<file path="config.mk">
export PLATFORM = sky130hd
export DESIGN_NAME = fifo_uart_tx
export DESIGN_NICKNAME = d
export VERILOG_FILES = /design/src/rtl/fifo_uart_tx.sv
export SDC_FILE = /design/constraint.sdc
export NUM_CORES = 1
export LEC_CHECK = 0
export ABC_AREA = 1
export BUFFER_PORTS_ARGS = -buffer_cell sky130_fd_sc_hd__buf_2
export CAP_MARGIN = 20
export CORE_UTILIZATION = 58
export CTS_CLUSTER_SIZE = 10
export DETAILED_ROUTE_END_ITERATION = 8
export PLACE_DENSITY_LB_ADDON = 0.2
export RECOVER_POWER = 100
export SLEW_MARGIN = 10
export SYNTH_ARGS = -nofsm -noshare
export SYNTH_HDL_FRONTEND = slang
export SYNTH_SLANG_ARGS = --single-unit
</file>
<file path="constraint.sdc">
create_clock -name clk -period 4.3 [get_ports clk]
set_clock_uncertainty 0.2 [all_clocks]
set_input_delay 0.43 -clock clk [delete_from_list [all_inputs] [get_ports clk]]
set_output_delay 0.43 -clock clk [all_outputs]
set_load 0.05 [all_outputs]
</file>
<file path="src/rtl/fifo_uart_tx.sv">
// ---------------------------------------------------------------------------
// fifo_uart_tx
//
// Serialises words from a show-ahead FIFO into UART frames, one serial bit
// per clk cycle:  start(0) | DATA_WIDTH data bits, LSB first | optional
// parity | stop(1).  The word and its framing options are captured on the
// pop cycle, so the FIFO and the parity controls are free to change while a
// frame is on the line.  A pop during the stop bit chains the next frame
// with no idle gap.
//
// Ports
//   clk         transmit/baud clock, one serial bit per cycle
//   rst         asynchronous, active-low reset
//   fifo_empty  FIFO read-side empty flag (synchronous to clk)
//   fifo_rdata  word at the FIFO read address, valid while fifo_empty=0
//   par_en      1 = insert a parity bit after the data bits
//   par_typ     0 = even parity, 1 = odd parity
//   fifo_inc    pop strobe to the FIFO read pointer (combinational)
//   tx_out      registered serial line, idle high
//   busy        registered, high while a frame is in progress
// ---------------------------------------------------------------------------
module fifo_uart_tx #(
  parameter int DATA_WIDTH = 8
) (
  input  logic                  clk,
  input  logic                  rst,
  input  logic                  fifo_empty,
  input  logic [DATA_WIDTH-1:0] fifo_rdata,
  input  logic                  par_en,
  input  logic                  par_typ,
  output logic                  fifo_inc,
  output logic                  tx_out,
  output logic                  busy
);

  // Counter needs at least one bit even for a 1-bit payload.
  localparam int CNT_W = (DATA_WIDTH > 1) ? $clog2(DATA_WIDTH) : 1;
  localparam logic [CNT_W-1:0] LAST_BIT = CNT_W'(DATA_WIDTH - 1);

  typedef enum logic [2:0] {
    IDLE   = 3'd0,
    START  = 3'd1,
    DATA   = 3'd2,
    PARITY = 3'd3,
    STOP   = 3'd4
  } state_t;

  state_t                state_reg,   state_next;
  logic [CNT_W-1:0]      bit_cnt_reg, bit_cnt_next;
  logic [DATA_WIDTH-1:0] data_reg,    data_next;
  logic                  par_en_reg,  par_en_next;
  logic                  par_bit_reg, par_bit_next;
  logic                  tx_reg,      tx_next;
  logic                  busy_reg,    busy_next;

  logic                  pop;
  logic [CNT_W-1:0]      bit_cnt_inc;

  // A word is taken only when the line can accept a new frame (idle, or the
  // last cycle of the current frame).  Gating with rst keeps the strobe low
  // while reset is held, even though the FIFO may report data.
  assign pop         = rst && !fifo_empty && ((state_reg == IDLE) || (state_reg == STOP));
  assign fifo_inc    = pop;
  assign bit_cnt_inc = bit_cnt_reg + 1'b1;

  assign tx_out = tx_reg;
  assign busy   = busy_reg;

  always_ff @(posedge clk or negedge rst) begin
    if (!rst) begin
      state_reg   <= IDLE;
      bit_cnt_reg <= '0;
      data_reg    <= '0;
      par_en_reg  <= 1'b0;
      par_bit_reg <= 1'b0;
      tx_reg      <= 1'b1;
      busy_reg    <= 1'b0;
    end else begin
      state_reg   <= state_next;
      bit_cnt_reg <= bit_cnt_next;
      data_reg    <= data_next;
      par_en_reg  <= par_en_next;
      par_bit_reg <= par_bit_next;
      tx_reg      <= tx_next;
      busy_reg    <= busy_next;
    end
  end

  // tx_next/busy_next describe the state being entered, so the line bit is
  // registered on the same edge as the state change.
  always_comb begin
    state_next   = state_reg;
    bit_cnt_next = bit_cnt_reg;
    data_next    = data_reg;
    par_en_next  = par_en_reg;
    par_bit_next = par_bit_reg;
    tx_next      = tx_reg;
    busy_next    = busy_reg;

    case (state_reg)
      IDLE: begin
        tx_next   = 1'b1;
        busy_next = 1'b0;
        if (pop) begin
          state_next   = START;
          data_next    = fifo_rdata;
          par_en_next  = par_en;
          par_bit_next = (^fifo_rdata) ^ par_typ;
          tx_next      = 1'b0;
          busy_next    = 1'b1;
        end
      end

      START: begin
        state_next   = DATA;
        bit_cnt_next = '0;
        tx_next      = data_reg[0];
        busy_next    = 1'b1;
      end

      DATA: begin
        busy_next = 1'b1;
        if (bit_cnt_reg == LAST_BIT) begin
          bit_cnt_next = '0;
          if (par_en_reg) begin
            state_next = PARITY;
            tx_next    = par_bit_reg;
          end else begin
            state_next = STOP;
            tx_next    = 1'b1;
          end
        end else begin
          bit_cnt_next = bit_cnt_inc;
          tx_next      = data_reg[bit_cnt_inc];
        end
      end

      PARITY: begin
        state_next = STOP;
        tx_next    = 1'b1;
        busy_next  = 1'b1;
      end

      STOP: begin
        if (pop) begin
          // Chain straight into the next frame's start bit.
          state_next   = START;
          data_next    = fifo_rdata;
          par_en_next  = par_en;
          par_bit_next = (^fifo_rdata) ^ par_typ;
          tx_next      = 1'b0;
          busy_next    = 1'b1;
        end else begin
          state_next = IDLE;
          tx_next    = 1'b1;
          busy_next  = 1'b0;
        end
      end

      default: begin
        state_next   = IDLE;
        bit_cnt_next = '0;
        tx_next      = 1'b1;
        busy_next    = 1'b0;
      end
    endcase
  end

endmodule

</file>
Yosys cells after proc, flatten, opt, wreduce, memory -nomap -nowiden --
Cells that the tools add are included.
Word-level totals: memories 0, input port bits 13, bits in writable memories 0, bits in registers 18, output and inout port bits 3, logic and storage cells 43, bits in read-only memories 0, latch bits 0
Cells by class: $mul 0, order comparisons 1, equality and inequality tests 7, mux-type cells 15, reduce and logical (&&, ||, !) cells 11, divide/modulo/power cells 0, bitwise logic cells 1, add/subtract/negate cells 1, shift-type cells 0
Operators with widths (count):
- one-hot mux 3 bit (5 select lines) | 1
- two-way mux 3 bit | 4
- XOR reduction 8 bit | 1
- equality test 3 x 2 -> 1 bit, second input constant | 2
- equality test 3 bit, second input constant | 2
- two-way mux 1 bit | 6
- one-hot mux 3 bit (2 select lines) | 1
- OR reduction 3 bit | 2
- less-than comparator 3 x 4 -> 1 bit, second input constant | 1
- != test 2 bit, second input constant | 2
- AND reduction 2 bit | 2
- adder 3 x 1 -> 3 bit, second input constant | 1
- binary-select mux 1 bit (select 3 bit) | 1
- equality test 3 x 1 -> 1 bit, second input constant | 1
- zero test 3 bit | 1
- one-hot mux 1 bit (3 select lines) | 1
- logical AND 1 bit | 2
- one-hot mux 1 bit (2 select lines) | 1
- OR reduction 2 bit | 1
- zero test 1 bit | 1
- logical OR 1 bit | 1
- bitwise XOR 1 bit | 1

Depth between registers and ports, before layout --
Gate-level depths: netlist of the first run.
word-level depth 5, mapped depth 10, gate-level depth less buffers 10

Worst setup path after synthesis of the first run --
No wires, ideal clock.
path type reg-to-reg, start reg bit_cnt_reg[0], end reg tx_reg, in the netlist tx_out, buffers on the path 0, clock period less this slack 1.504 ns, data required time 4.028 ns, setup time 0.072 ns, path slack 2.796 ns, cell stages (with the launch flop) 8, arrival time 1.232 ns, cell sequence dfrtp_1 > ha_1 > ha_1 > inv_1 > nand3_1 > nand2_1 > nor2_1 > o21ai_1
Between the ends: longest elaborated chain between the ends 5, elaborated cells on any way between the ends 6, classes of those cells add/sub: 1; eq/ne: 1; mux: 4
Ends and longest elaborated chain:
- start: declaration | RTL line 49 | logic [CNT_W-1:0] bit_cnt_reg, bit_cnt_next;
- start signal: assignment | RTL line 80 | bit_cnt_reg <= bit_cnt_next;
- adder 3 x 1 -> 3 bit | RTL line 64 | assign bit_cnt_inc = bit_cnt_reg + 1'b1;
- binary-select mux 1 bit (select 3 bit) | RTL line 134 | tx_next = data_reg[bit_cnt_inc];
- two-way mux 1 bit (implied by the code) | RTL line 134
- two-way mux 1 bit * | RTL line 123 | if (bit_cnt_reg == LAST_BIT) begin
- one-hot mux 1 bit (3 select lines) * | RTL line 100 | case (state_reg)
- via tx_next | RTL line 53 | logic tx_reg, tx_next;
- end signal: assignment | RTL line 84 | tx_reg <= tx_next;
- end: declaration | RTL line 53
The timed path passes the listed nets; every way through them passes the cells marked *. The select of a mux whose other input is x is not followed. A chain may end at the register's enable or synchronous reset.

Final worst setup path of the first run --
start in rst, end out fifo_inc
Between the ends: longest elaborated chain between the ends 2
Ends and longest elaborated chain:
- start: declaration | RTL line 26 | input logic rst,
- logical AND 1 bit (2 in series) | RTL line 62 | assign pop = rst && !fifo_empty && ((state_reg == IDLE) || (state_reg == STOP));
- end: declaration | RTL line 31 | output logic fifo_inc,
No other way between the ends.

==> results of run 1 <==
-- routing by layer --
layer  vias to the layer above  track usage [%]  routed length, um
met2                        33             38.2                879
met3                         4             2.50                 76
met4                         0             10.9                 29
met1                       403             28.4                904
met5                         -                0                  0
li1                        468                -                  -
-- worst max-delay path: stages --
cell	delay, ns
dlygate4sd3_1	0.52
clkbuf_1	0.71
inv_1	0.09
nor2_1	0.20
nand2_4	0.15
clkinvlp_2	0.19
buf_2	0.29
-- area by class of cell --
class / count / area [um2] / area share [%]
inverter: 22 / 83.8 / 7.49
timing repair buffer: 16 / 81.3 / 7.26
tap: 16 / 20.0 / 1.79
sequential: 18 / 452 / 40.3
multi-input combinational: 94 / 457 / 40.8
clock buffer: 4 / 26.3 / 2.35
-- cells in the final DEF (no fill, tap or decap) --
master	Yosys	final
a211oi_1	1	1
a21oi_1	3	3
a31oi_1	1	1
a32o_1	1	1
buf_2	0	12
clkbuf_1	0	4
clkbuf_4	0	3
clkinvlp_2	0	1
dfrtp_1	17	17
dfstp_2	1	1
dlygate4sd3_1	0	1
ha_1	2	2
inv_1	19	19
inv_2	2	2
nand2_1	51	53
nand2_4	1	1
nand3_1	11	11
nor2_1	2	2
nor2_4	3	3
o21ai_0	9	12
o21ai_1	4	2
o31ai_1	1	1
xor2_1	1	1
-- cells by family (layout without fill, tap and decap cells) --
| family | count (synthesis) | count (layout) | synth area share (%) |
|---|---|---|---|
| adder cells (fa/ha/maj) | 2 | 2 | 2.45 |
| XOR/XNOR | 1 | 1 | 0.859 |
| buffers and inverters | 23 | 42 | 9.33 |
| flip-flops | 18 | 18 | 44.3 |
| AND/OR/NAND/NOR | 70 | 70 | 30.6 |
| AO/OA/AOI/OAI | 21 | 21 | 12.5 |
-- power by group --
part | switching (mW) | internal, mW | leakage [nW]
Clock | 0.0493 | 0.0361 | 0.0150
Combinational | 0.216 | 0.110 | 0.379
Sequential | 0.0618 | 0.250 | 0.225
-- how the worst max path moves through the flow --
stage / startpoint / end / slack (ns) / depth (start not counted)
CTS: rst / fifo_inc / 1.54 / 7
floorplan: bit_cnt_reg[0] / tx_out / 2.80 / 7
finish: rst / fifo_inc / 1.09 / 7
global route: rst / fifo_inc / 0.82 / 7
detailed placement: rst / fifo_inc / 2.08 / 6
global placement: rst / fifo_inc / 2.12 / 6
-- per-stage QoR --
step / setup WS, ns / util, %
4_1_cts: 1.54 / 72.5
5_1_grt: 0.819 / 71.0
2_1_floorplan: 2.80 / -
6_report: 1.09 / 71.0
3_5_place_dp: 2.08 / 70.2
3_3_place_gp: 2.12 / 70.2
==> impl_metrics.py, run 1 <==
metrics = {
    "run_status": {
        "outcome": "finished, final reports clean",
    },
    "detailed_routing": {
        "dr.pass1.iters": 6,
        "antenna_left": 0,
        "drtIter0Drc": 44,
        "wl_per_cell_um": 11.1,
        "num_vias": 908,
        "post_drt_via_cell_ratio": 5.34,
        "routed_wl_mm": 1.89,
        "drc": 0,
    },
    "clock_network": {
        "worst_setup_hold_path_clk_slew_ns": 0.09,
        "cts_tree": "built",
        "ctsResizeCount": 0,
        "post_cts_buffers": 0,
        "hold_buffers": 1,
        "cts_buffers": 3,
        "clock_latency_ns": 0.29,
        "cts-root-buf": "clkbuf_4",
        "cts.sinks": 18,
        "cts_buffer_depth": 2,
        "h-tree-depth": 1,
    },
    "timing": {
        "fin_crit_sh_pct": 74.6,
        "slew_headroom_pct": 36.8,
        "rsz0062_at_grt": "false",
        "whs_ns": 0.147,
        "setup-violations-final": 0,
        "maxSlewViolCount": 0,
        "finalHoldViolations": 0,
        "final.min_clock_period_ns": 3.21,
        "fmax_mhz": 312,
        "setup_tns_ns": 0,
        "tightest_slew_ns": 0.948,
    },
    "worst_setup_path": {
        "reg2reg_from": "state_reg[0]",
        "r2r_slack_ns": 2.47,
        "endpoint_kind": "output port",
        "rr_endpoint": "state_reg[1]",
        "cp-start-kind": "input pin",
        "worstSetupPathType": "input pin to output port",
        "required_ns": 3.67,
        "critical_path.max_fanout": 19,
        "rr_worst_depth": 5,
        "arrival_ns": 2.58,
    },
    "hold_path": {
        "hp-start": "par_en",
        "holdPathEnd": "par_en_reg",
        "hold_class": "input pin to flip-flop",
        "hold_depth": 3,
    },
    "floorplanning": {
        "coreArea_um2": 1580,
        "fp.dieW_um": 43.9,
        "io_pins": 16,
        "rows": 14,
        "die_h_um": 43.9,
        "dieArea_um2": 1930,
        "initial_core_util_pct": 64.7,
    },
    "finish": {
        "drive_above_1_share_pct": 14.9,
        "antenna-diode-count": 0,
        "fillers": 126,
        "fin_cells": 170,
        "layout.nets": 170,
        "synthToLayoutAreaGrowth_pct": 9.82,
        "largest_register_ffs": 8,
        "fin_area_um2": 1120,
    },
    "synthesis": {
        "syn_avg_cell_area_um2": 7.55,
        "synth-main-ff-cell": "dfrtp_1",
        "ys_ff_latch": 18,
        "async_flop_share_pct": 100,
        "synth_top_area_share_pct": 41.7,
        "syn_inst": 135,
        "synth-seq-area-share_pct": 44.3,
        "synth_area_um2": 1020,
        "synth_edf_count": 0,
        "yosysUniqueCellTypes": 22,
        "synth_most_common_cell": "nand2_1",
        "synth_warnings": 0,
        "synth_top_cell_by_area": "dfrtp_1",
        "yosys-top-cells-area": "dfrtp_1 42%, nand2_1 19%, inv_1 7.0%, nand3_1 5.4%, o21ai_0 4.4%",
        "synthTopCellsByCount": "51 x nand2_1, 19 x inv_1, 17 x dfrtp_1",
        "syn_nets": 150,
    },
    "placed_design": {
        "dpl.cell_count": 165,
        "gp_congestion": 0.848,
        "portBuffers": 15,
        "dpl.hpwl_mm": 1.46,
        "dpl_cell_area_um2": 1110,
    },
    "grt": {
        "grt_start_max_net_pins": 20,
        "grt_pass1_wl_mm": 3.19,
        "antenna_found_initial": 0,
        "grt_overflow": 0,
        "grt_use_total_pct": 22.5,
        "grt_pass1_vias": 794,
    },
    "power": {
        "p_per_area_nw_per_um2": 646,
        "p_leak_nw": 0.619,
        "total_power_mw": 0.724,
        "vdd_ir_drop_max_v": 0.000286,
    },
    "flow_run": {
        "maxCapViolations": 0,
    },
}
Power figures use the tool's default switching activity.
==> run 2, diff against run 1 <==
Settings changed: CORE_UTILIZATION 58 to 49.
Clock period 4.3 ns to 2.9 ns, I/O delays scaled along.
==> run 2 against run 1 <==
Compared with the run above: final cell count is 6.5% higher; global-route usage fell by 4.2 points; via count fell by 4.2%; clock-buffer cell count did not move; setup slack got worse by 0.64 ns; critical path depth is the same; register-to-register slack worse by 1.3 ns; worst hold slack got worse by 0.14 ns; power rose by 48%; clock power rose by 44%; combinational power is 49% higher; core utilization is 13 points lower.
==> impl_metrics.py, run 2 (synthesis gave the netlist of run 1 again) <==
metrics = {
    "power": {
        "p_per_area_nw_per_um2": 938,
        "vdd_ir_drop_max_v": 0.000360,
        "total_power_mw": 1.07,
        "p_leak_nw": 0.627,
    },
    "floorplanning": {
        "io_pins": 16,
        "fp.dieW_um": 47.6,
        "rows": 16,
        "initial_core_util_pct": 52.0,
        "coreArea_um2": 1960,
        "die_h_um": 47.6,
        "dieArea_um2": 2270,
    },
    "worst_setup_path": {
        "required_ns": 2.41,
        "cp-start-kind": "input pin",
        "cp_cell_sequence": "dlygate4sd3_1, buf_2, inv_1, nor2_1, nand2_4, clkinv_4, clkbuf_2",
        "rr_worst_depth": 6,
        "cp_top_family": "buffers and inverters",
        "cpPeakStageDelay_ns": 0.52,
        "endpoint_kind": "output port",
        "cp.depth": 7,
        "critical_path.max_fanout": 19,
        "path_buf_inv": 5,
        "arrival_ns": 1.96,
        "critical-path-slowest-cell": "dlygate4sd3_1",
        "worstSetupPathType": "input pin to output port",
    },
    "flow_run": {
        "maxCapViolations": 0,
    },
    "detailed_routing": {
        "post_drt_via_cell_ratio": 4.81,
        "drc": 0,
        "antenna_left": 0,
        "routed_wl_mm": 1.83,
        "wl_per_cell_um": 10.1,
        "dr.pass1.iters": 4,
        "num_vias": 870,
        "drtIter0Drc": 16,
    },
    "clock_network": {
        "cts_buffer_depth": 2,
        "cts_tree": "built",
        "cts-root-buf": "clkbuf_4",
        "cts.sinks": 18,
        "post_cts_buffers": 0,
        "h-tree-depth": 1,
        "cts_buffers": 3,
        "worst_setup_hold_path_clk_slew_ns": 0.10,
        "clock_latency_ns": 0.28,
    },
    "finish": {
        "synthToLayoutAreaGrowth_pct": 11.9,
        "drive_above_1_share_pct": 16.2,
        "final_cell_mix": "52 x nand2_1, 19 x inv_1, 17 x dfrtp_1",
        "largest_register_ffs": 8,
        "postLayoutCoreUtil_pct": 58.2,
        "antenna-diode-count": 0,
        "layout.nets": 170,
        "layout_commonest_cell": "nand2_1",
    },
    "timing": {
        "setup-violations-final": 0,
        "final.min_clock_period_ns": 2.45,
        "slew_headroom_pct": 60.9,
        "fmax_mhz": 408,
        "maxSlewViolCount": 0,
        "finalHoldViolations": 0,
        "tightest_slew_ns": 0.588,
        "rsz0062_at_grt": "false",
        "fin_crit_sh_pct": 84.5,
        "setup_tns_ns": 0,
    },
    "hold_path": {
        "hold_class": "input pin to flip-flop",
        "hold_depth": 3,
    },
    "grt": {
        "grt_pass1_vias": 724,
        "grt_use_total_pct": 18.2,
        "antenna_found_initial": 0,
        "grt_pass1_wl_mm": 2.95,
        "grt_overflow": 0,
        "grt_start_max_net_pins": 20,
    },
    "run_status": {
        "outcome": "finished, final reports clean",
    },
    "placed_design": {
        "portBuffers": 15,
        "dpl.hpwl_mm": 1.41,
        "gp_congestion": 0.859,
    },
}
run 2: cell count changes in the layout (fill, tap and decap cells not counted):
cell,change
clkinvlp_2,-1
nand2_1,-1
clkbuf_1,-1
clkinv_4,+1
o21ai_0,+1
nand2_2,+1
clkbuf_2,+1
o21ai_1,-1
run 2: stage by stage:
stage	setup WS [ns]	hold WS, ns	instances	area (um2)
2_1_floorplan	1.40	-0.206	135	1020
3_3_place_gp	0.989	0.0353	176	1120
3_5_place_dp	0.956	0.0406	176	1120
4_1_cts	0.412	0.00505	181	1160
5_1_grt	0.281	0.0137	181	1140
6_report	0.450	0.0114	181	1140
run 2: final cells by class:
| type | count | area [um2] |
|---|---|---|
| Clock buffer | 4 | 26.3 |
| Timing Repair Buffer | 16 | 82.6 |
| Tap cell | 27 | 33.8 |
| Sequential cell | 18 | 452 |
| Multi-Input combinational cell | 94 | 459 |
| Inverter | 22 | 87.6 |
| Fill cell | 199 | 821 |
run 2: per-layer routing:
metal | global-route usage [%] | up-vias | wire [um]
met4 | 5.00 | 0 | 19
met1 | 25.5 | 383 | 868
li1 | - | 466 | -
met5 | 0 | - | 0
met2 | 29.9 | 19 | 902
met3 | 2.26 | 2 | 43
run 2: worst register-to-register path, delay by kind of cell (launching register included):
family                     cells  cell delay, ns
buffers and inverters          1            0.09
AOI/OAI and AO/OA              2            0.30
adders and majority gates      2            0.45
DFF                            1            0.47
and+or+nand+nor                1            0.08
run 2: final timing paths:
path,start,end,slack [ns]
worst max-delay path,rst,fifo_inc,0.45
worst max register to register,bit_cnt_reg[0],state_reg[1],1.20
min in group asynchronous,rst,bit_cnt_reg[2],0.26
worst min-delay path,par_en,par_en_reg,0.01
max in group asynchronous,rst,tx_out,1.91
worst min register to register,data_reg[3],data_reg[3],0.30
run 2: what timing repair did:
action                     in CTS  in global routing
setup endpoints to repair       0                  0
gates resized for setup         0                  0
hold endpoints to repair       17                  0
hold buffers                    1                  0
run 2: power breakdown:
group / switching, mW / leakage [nW] / internal [mW] / total, mW
Combinational: 0.321 / 0.387 / 0.165 / 0.486
Clock: 0.0698 / 0.0150 / 0.0533 / 0.123
Sequential: 0.0904 / 0.225 / 0.371 / 0.461
Total: 0.482 / 0.627 / 0.589 / 1.07
==> run 3, diff against run 2 <==
Settings changed: CORE_UTILIZATION 49 to 54.
Clock period 2.9 ns to 2.29 ns, I/O delays scaled along.
==> run 3 against run 2 <==
Compared with the run above: register-to-register slack got worse by 0.61 ns; via count is 3.7% higher; combinational power is 28% higher; clock-buffer cell count stayed put; die area decreased by 8.9%; global-route usage increased by 4.2 points; setup slack worse by 0.22 ns; largest power group unchanged; highest routed layer unchanged.
==> impl_metrics.py, run 3 (synthesis gave the netlist of run 1 again) <==
metrics = {
    "clock_network": {
        "cts.sinks": 18,
        "hold_buffers": 4,
        "post_cts_buffers": 0,
        "cts_tree": "built",
        "h-tree-depth": 1,
        "cts_buffers": 3,
        "worst_setup_hold_path_clk_slew_ns": 0.10,
        "cts-root-buf": "clkbuf_4",
        "clock_latency_ns": 0.29,
        "ctsResizeCount": 0,
        "cts_buffer_depth": 2,
    },
    "finish": {
        "largest_register_ffs": 8,
        "layout_commonest_cell": "nand2_1",
        "fin_area_um2": 1180,
        "antenna-diode-count": 0,
        "synthToLayoutAreaGrowth_pct": 15.8,
        "layout.nets": 174,
        "drive_above_1_share_pct": 15.8,
        "final_cell_mix": "52 x nand2_1, 19 x inv_1, 17 x dfrtp_1",
    },
    "timing": {
        "slew_headroom_pct": 38.1,
        "fin_crit_sh_pct": 89.7,
        "setup-violations-final": 0,
        "setup_tns_ns": 0,
        "rsz0062_at_grt": "false",
        "fmax_mhz": 487,
        "final.min_clock_period_ns": 2.06,
        "whs_ns": 0.0257,
        "tightest_slew_ns": 0.929,
        "maxSlewViolCount": 0,
        "finalHoldViolations": 0,
    },
    "worst_setup_path": {
        "cp-start-kind": "input pin",
        "arrival_ns": 1.63,
        "endpoint_kind": "output port",
        "rr_worst_depth": 6,
        "worstSetupPathType": "input pin to output port",
        "critical_path.max_fanout": 18,
        "required_ns": 1.86,
    },
    "grt": {
        "grt_start_max_net_pins": 19,
        "antenna_found_initial": 0,
        "grt_pass1_wl_mm": 3.23,
        "grt_pass1_vias": 815,
        "grt_overflow": 0,
        "grt_use_total_pct": 22.5,
    },
    "power": {
        "total_power_mw": 1.40,
        "p_per_area_nw_per_um2": 1190,
        "vdd_ir_drop_max_v": 0.000585,
        "p_leak_nw": 0.644,
    },
    "placed_design": {
        "gp_congestion": 0.909,
        "dpl.hpwl_mm": 1.46,
        "dpl_cell_area_um2": 1130,
        "portBuffers": 15,
    },
    "detailed_routing": {
        "antenna_left": 0,
        "num_vias": 902,
        "wl_per_cell_um": 10.8,
        "routed_wl_mm": 1.98,
        "wl_met3_um": 85,
        "drc": 0,
        "highest_layer": "met4",
        "drtIter0Drc": 20,
        "post_drt_via_cell_ratio": 4.93,
        "dr_wl_met2_mm": 1.02,
        "routedLengthMet1_um": 852,
        "dr.pass1.iters": 6,
    },
    "hold_path": {
        "hold_class": "input pin to flip-flop",
        "hold_depth": 3,
    },
    "floorplanning": {
        "coreArea_um2": 1750,
        "rows": 15,
        "dieArea_um2": 2070,
        "initial_core_util_pct": 58.4,
        "die_h_um": 45.5,
        "fp.dieW_um": 45.5,
        "io_pins": 16,
    },
    "flow_run": {
        "maxCapViolations": 0,
    },
    "run_status": {
        "outcome": "finished, final reports clean",
    },
}
## run 3: cell count changes in the layout (fill, tap and decap cells not counted), sizes merged
cell         change
buf              -1
clkbuf           +2
dlygate4sd3      +3
## run 3: critical path, cell delays in order
cell and delay (ns):
dlygate4sd3_1 0.52, clkbuf_1 0.10, inv_1 0.05, nor2_1 0.16, nand2_4 0.17, clkinv_4 0.11, clkbuf_2 0.27
## run 3: stage by stage
step / instances / utilization [%] / setup WS (ns)
3_5_place_dp: 175 / 64.5 / 0.680
3_3_place_gp: 175 / 64.5 / 0.735
5_1_grt: 183 / 67.7 / 0.163
6_report: 183 / 67.7 / 0.235
4_1_cts: 183 / 68.9 / 0.240
2_1_floorplan: 135 / - / 0.786
## run 3: cell type report
type	instances	area, um2
clock buffer	4	36.3
fill	159	564
inverter	22	87.6
multi-input combinational	94	459
sequential	18	452
tap	25	31.3
timing repair buffer	20	115
## run 3: worst paths after layout
check | startpoint | end | slack [ns]
min in group asynchronous | rst | data_reg[4] | 0.50
hold reg to reg | data_reg[3] | data_reg[3] | 0.30
setup / recovery | rst | fifo_inc | 0.23
setup reg to reg | bit_cnt_reg[0] | state_reg[1] | 0.59
max in group asynchronous | rst | par_bit_reg | 0.83
hold / removal | fifo_rdata[1] | data_reg[1] | 0.03
## run 3: where the power goes
group | switching (mW) | leakage [nW] | internal [mW]
clock | 0.0973 | 0.0210 | 0.0968
combinational | 0.409 | 0.398 | 0.213
sequential | 0.116 | 0.225 | 0.470
## run 3: metal layers
metal	track usage [%]	vias to the layer above
li1	-	470
met1	26.1	401
met2	39.7	29
met3	4.76	2
met4	9.09	0
met5	0	-
